## src/rtl/dff_pipe_pkg.sv

```systemverilog
// dff_pipe_pkg: default sizes and the count-width helper for dff_pipe
package dff_pipe_pkg;
  localparam int DEF_WIDTH = 8;
  localparam int DEF_DEPTH = 4;
  function automatic int cnt_w(input int depth);
    return $clog2(depth + 1);
  endfunction
endpackage

```

## src/rtl/dff_stage.sv

```systemverilog
// dff_stage: one W-bit register with async active-low reset, enable and sync clear to RST
// Ports: clk, reset (async, active low), en (load d), clr (sync clear, wins over en), d, q
module dff_stage #(
  parameter int W = 9,
  parameter logic [W-1:0] RST = '0
) (
  input  logic         clk,
  input  logic         reset,
  input  logic         en,
  input  logic         clr,
  input  logic [W-1:0] d,
  output logic [W-1:0] q
);
  logic [W-1:0] r_q, r_d;
  assign r_d = clr ? RST : en ? d : r_q;
  always_ff @(posedge clk or negedge reset)
    if (!reset) r_q <= RST;
    else r_q <= r_d;
  assign q = r_q;
endmodule

```

## src/rtl/dff_pipe.sv

```systemverilog
// dff_pipe: DEPTH-stage enabled/flushable data pipeline with per-word valid and occupancy count
// Ports: clk; reset (async, active low); en (advance); flush (sync clear, wins over en);
//        d/d_valid (stage 0 input); q/q_valid (last stage); qb (~q); count (valid words held)
// Build option: define DFF_PIPE_ASSERT_EN to compile in concurrent assertions.
module dff_pipe
  import dff_pipe_pkg::*;
#(
  parameter int WIDTH = DEF_WIDTH,
  parameter int DEPTH = DEF_DEPTH,
  parameter logic [WIDTH-1:0] RESET_VAL = '0
) (
  input  logic                       clk,
  input  logic                       reset,
  input  logic                       en,
  input  logic                       flush,
  input  logic [WIDTH-1:0]           d,
  input  logic                       d_valid,
  output logic [WIDTH-1:0]           q,
  output logic [WIDTH-1:0]           qb,
  output logic                       q_valid,
  output logic [cnt_w(DEPTH)-1:0]    count
);
  localparam int CW = cnt_w(DEPTH);
  // each stage packs {data, valid}; valid is bit 0
  logic [WIDTH:0] s_q [DEPTH];
  logic [WIDTH:0] s_d [DEPTH];
  for (genvar g = 0; g < DEPTH; g++) begin : g_stage
    if (g == 0) begin : g_head
      assign s_d[g] = {d, d_valid};
    end else begin : g_body
      assign s_d[g] = s_q[g-1];
    end
    dff_stage #(.W(WIDTH + 1), .RST({RESET_VAL, 1'b0})) u_stage (
      .clk  (clk),
      .reset(reset),
      .en   (en),
      .clr  (flush),
      .d    (s_d[g]),
      .q    (s_q[g])
    );
  end
  always_comb begin
    count = '0;
    for (int i = 0; i < DEPTH; i++) count = count + CW'(s_q[i][0]);
  end
  assign q       = s_q[DEPTH-1][WIDTH:1];
  assign q_valid = s_q[DEPTH-1][0];
  assign qb      = ~q;
`ifdef DFF_PIPE_ASSERT_EN
  a_qb:    assert property (@(posedge clk) qb == ~q);
  a_cnt:   assert property (@(posedge clk) disable iff (!reset) count <= CW'(DEPTH));
  a_qv:    assert property (@(posedge clk) disable iff (!reset) q_valid |-> count != '0);
  a_flush: assert property (@(posedge clk) disable iff (!reset) flush |=> count == '0);
`endif
endmodule
```

## config.mk

```make
export PLATFORM = sky130hd
export DESIGN_NAME = dff_pipe
export DESIGN_NICKNAME = d
export VERILOG_FILES = /design/src/rtl/dff_pipe_pkg.sv /design/src/rtl/dff_stage.sv /design/src/rtl/dff_pipe.sv
export SDC_FILE = /design/constraint.sdc
export NUM_CORES = 1
export LEC_CHECK = 0
export ABC_AREA = 1
export BUFFER_PORTS_ARGS = -buffer_cell sky130_fd_sc_hd__buf_2
export CAP_MARGIN = 20
export CORE_MARGIN = 2
export CORE_UTILIZATION = 30
export CTS_BUF_LIST = sky130_fd_sc_hd__clkbuf_4 sky130_fd_sc_hd__clkbuf_8
export DETAILED_ROUTE_END_ITERATION = 12
export PLACE_DENSITY_LB_ADDON = 0.3
export SLEW_MARGIN = 10
export SYNTH_ARGS = -nofsm -noshare
export SYNTH_HDL_FRONTEND = slang
export SYNTH_SLANG_ARGS = --single-unit
export TNS_END_PERCENT = 10
```

## constraint.sdc

```tcl
create_clock -name clk -period 1.78 [get_ports clk]
set_clock_uncertainty 0.2 [all_clocks]
set_input_delay 0 -clock clk [delete_from_list [all_inputs] [get_ports clk]]
set_output_delay 0 -clock clk [all_outputs]
set_load 0.05 [all_outputs]
```

# ---- Word level (Yosys, flattened, before mapping)
# Index checks and enable logic that the tools add are counted.
dict set report classes {
  add_sub_neg 3
  mul 0
  div_mod_pow 0
  n_lt_le_gt_ge 0
  n_eq_ne 0
  shifts 0
  n_mux 8
  bitwise 1
  reduce_logical 1
}
# operator n
set op_table {}
lappend op_table {{$mux 9} 8}
lappend op_table {{$not 8->8} 1}
lappend op_table {{$add 2x1->3} 1}
lappend op_table {{$add 3x1->3} 1}
lappend op_table {{$add 1x1->2} 1}
lappend op_table {{$reduce_bool 2->1} 1}
dict set report totals {
  reg_bits 36
  latch_bits 0
  ramBits 0
  rom_bits 0
  input_bits 13
  output_inout_bits 20
  word_cells 17
  mem_count 0
}

# ---- Longest topological paths before layout
dict set report logic_depth {
  depth_word 3
  ltp_mapped 5
  ltp_nobuf 5
}

# ---- Cells and area by module
# A second synthesis with hierarchy kept.
dict set report hier_totals {
  hier_cells 172
  area_unflattened_um2 1585.3
}
# mod n_inst cells_per_inst area_each_um2 seq_area_each_um2
set modules_own_cells {}
lappend modules_own_cells {dff_stage 4 39 372.9 225.2}
lappend modules_own_cells {dff_pipe 1 16 93.8 0.0}

# ---- Worst setup path before layout
# No wires, ideal clock.
dict set report synth_timing {
  kind {reg-to-output}
  startpoint {register g_stage[3].u_stage.r_q[0]}
  endpoint {output count[1]}
  arrival_time_ns 2.028
  t_required_ns 1.580
  setup_slack_ns -0.448
  stages_incl_launch_ff 6
  n_path_buf 0
  cell_sequence {dfrtp_1 -> inv_1 -> fa_1 -> inv_1 -> ha_1 -> ha_1}
}
dict set report synth_between {
  elab_chain_cells 1
}
# item line
set synth_rtl {}
lappend synth_rtl {{from (decl)} dff_stage.sv:14} ;# logic [W-1:0] r_q, r_d;
lappend synth_rtl {{from (signal assigned)} dff_stage.sv:18} ;# else r_q <= r_d;
lappend synth_rtl {{$add 3x1->3} dff_pipe.sv:44} ;# for (int i = 0; i < DEPTH; i++) count = count + CW'(s_q[i][0]);
lappend synth_rtl {{to (decl)} dff_pipe.sv:21} ;# output logic [cnt_w(DEPTH)-1:0] count
# No other way between the ends.

# ---- Final worst setup path
# Ends and elaborated chain as after synthesis.

==> metrics.md <==
| Metric | Value |
|---|---|
| Outcome | complete, but fails checks |
| Violated checks | negative setup slack |
| Worst path cell trace | inv_2 -> fa_1 -> inv_2 -> ha_4 -> ha_4 -> buf_8 |
| Worst setup margin | -0.237 ns |
| Antenna cells | 0 |
| First-pass GRT wire length | 5380 um |
| Peak supply drop | 0.259 mV |
| Mapped Nets | 188 |
| Multi-input combinational cell area | 641 um^2 |
| Vias in the first global route | 1183 |
| Layout cells sized above 1 | 31.7% |
| RR Endpoint | g_stage[0].u_stage.q[0]$_DFFE_PN0P_ |
| DP Area | 1870 um^2 |
| YS warnings | 0 |
| Clock power frac | 36.1% |
| Hold WC Path Type | in -> reg |
| Routability cong. | 0.647 |
| CTS buffer count | 5 |
| GRT overflow | 0 |
| Pin count of the biggest net entering global routing | 37 |
| Share of the synthesized area in the top cell type | 53.5% |
| Cells after DPL | 270 |
| Buffers & Inverters on Critical Path | 3 |
| Worst R2R Start | g_stage[0].u_stage.q[0]$_DFFE_PN0P_ |
| # port buffers | 32 |
| Crit path arrival time | 1.82 ns |
| Initial detailed-routing violation count | 118 |
| Slowest Stage Delay on Critical Path | around 0.54 ns |
| Synthesized instance count | 172 |
| Wirelength per Cell | 10.3 um |
| FMAX | 496 MHz |
| Rows | 27 |
| Crit path launch type | flip-flop |
| Max Cap Viol | 0 |
| TritonCTS clock tree | done |
| Area Overhead vs Synth | 31.1% |
| Stages on the worst setup path | 6 |
| Top cells by count, synth | nand2_1, dfrtp_1, nand3_2 |
| RSZ-0062 raised after global routing | true |
| Die area | 6230 um^2 |
| Die X-Extent | 78.9 um |
| Final ANT Viol Nets | 0 |
| Setup violation total in the final timing report | 3 |
| Total GRT Usage | 11.2% |
| CTS sink cnt | 36 |
| Flops & latches, synth | 36 |
| R2R depth | 4 |
| Min Tclk post-route | 2.02 ns |
| Starting Density | between 30% and 40% |
| NumNets Final | 242 |
| Comb power frac | a little under an eighth |
| Max reg flops | 36 |
| Final cycle utilization of the critical path | 113% |
| Area of the core | 5470 um^2 |
| Slew @ Worst Pin | 0.956 ns |
| R2R Setup Slk | 0.31 ns |
| Synth async-reset ratio | between 90% and 100% |
| Req. time, crit path | 1.58 ns |
| Vias per inst | 4.10 |
| CTS root buf | clkbuf_8 |
| Crit path to | count[1] |
| Cell taking the most area after synthesis | dfrtp_1 |
| Sw Pwr | between 400 and 500 uW |
| Clock latency on the worst-skew pair | 0.28 ns |
| Sequential cell area fraction in the yosys report | 53.5% |
| WHS | between 0.05 and 0.06 ns |
| Avg Inst Size Synth | 9.79 um^2 |
| Sw Share | 24.9% |
| PD cells | 739 nW/um^2 |
| Worst slew margin | between 30% and 40% |
| EDFF count, synth | 0 |
| CTS Buffer Depth | 2 |
| Initial antenna violation count | 0 |
| Crit. Startpoint | g_stage[3].u_stage.q[0]$_DFFE_PN0P_ |
| Ports | 33 |
| DRT Pass-1 Iters | 4 |
| Crit Path Max Fanout | 2 |
| Residual DRC | 0 |
| Pins over their slew limit | 0 |
| Flop pwr share | 52.4% |
| Final Util | approximately two fifths |
| CP Capture Type | output port |
| DP Wirelength | 1760 um |
| Cell Area, Synth | 1680 um^2 |
| Slowest cell on the critical path | fa_1 |
| H-tree Lvls | 2 |
| Reg clk slew, reported paths | 0.07 ns |
| Power Total | 1.63 mW |
| Lkg Pwr | about 1.2 nW |
| Dpl ws | -0.0600 ns |
| WL final | 3090 um |
| Synth top area cells | dfrtp_1, nand2_1, nand3_2 |
| Critical path type | reg -> out |
| Hold Path Stages | 4 |
| Setup tns final | -0.457 ns |
| Design area | 2210 um^2 |
| Top_reg_cell synth | dfrtp_1 |
| Family with the most delay on the worst path | adder cells |
| Final Hold Violating Endpoints | 0 |
| Die Y | 78.9 um |
| Internal Power | 1.22 mW |
| DR vias | 1225 |
| Most common cell in the netlist | nand2_1 |
| Filler cells | 597 |
| Synth cell types | 10 |
| Finished Layout Cells | 299 |
| Register area | 902 um^2 |
## worst reg2reg max path, delay by kind of cell (launching register included)
kind | cells | cell delay (ns)
flops | 1 | 0.38
simple gates | 2 | 0.09
buf+inv | 2 | 0.68
## worst min-delay path by stage
stage               startpoint                                   to  slack (ns)
floorplan                reset  g_stage[0].u_stage.q[0]$_DFFE_PN0P_       -0.50
global placement         reset  g_stage[3].u_stage.q[1]$_DFFE_PN0P_       -0.07
detailed placement       reset  g_stage[3].u_stage.q[1]$_DFFE_PN0P_       -0.07
CTS                      flush  g_stage[2].u_stage.q[6]$_DFFE_PN0P_        0.06
global route             flush  g_stage[1].u_stage.q[7]$_DFFE_PN0P_        0.09
finish                   flush  g_stage[1].u_stage.q[4]$_DFFE_PN0P_        0.06
## cell families (layout without fill, tap and decap cells)
group | Yosys count | in the layout | synth area share [%]
flops | 36 | 36 | 53.5
simple gates | 109 | 109 | 33.9
buf+inv | 24 | 79 | 9.96
fa+ha+maj | 3 | 3 | 2.67
## cells in the final DEF, fill, tap and decap left out, drive strengths merged
cell and n:
nand3 36, ha 2, fa 1, dlygate4sd3 19, clkinv 2, buf 37
nand2 72, nor2 1, clkbuf 6, inv 14, dfrtp 36, dlymetal6s4s 1
## power by group through the flow
stage	sequential [mW]	clock (mW)	combinational [mW]
4_1_cts	0.854	0.611	0.190
5_1_grt	0.857	0.643	0.207
3_5_place_dp	0.870	0	0.144
6_report	0.854	0.589	0.187
3_3_place_gp	0.869	0	0.142
2_1_floorplan	0.873	0	0.108
## routing by layer
layer,vias to the layer above,GRT usage (%),part of all wire (%),wire length (um)
met5,-,0,0,0
met4,0,5.17,1.4,42
met3,4,3.86,5.9,184
met2,32,17.3,44,1370
met1,541,14.1,48,1490
li1,648,-,-,-
## cell type report
type	instances	share of cell area, %
clock buffers	6	3.74
clock inverters	2	0.454
inverters	14	2.49
multi-input cells	112	29.0
flip-flops and latches	36	40.9
well taps	72	4.08
repair buffers	57	19.3
## repair_timing
item                       4_1_cts  5_1_grt
hold buffers                    20        0
buffers inserted                 1        0
gates cloned                     0        0
gates resized for setup         10        1
hold endpoints to repair        72        0
pin swaps                        1        0
setup endpoints to repair        3       30
Power figures use the tool's default switching activity.
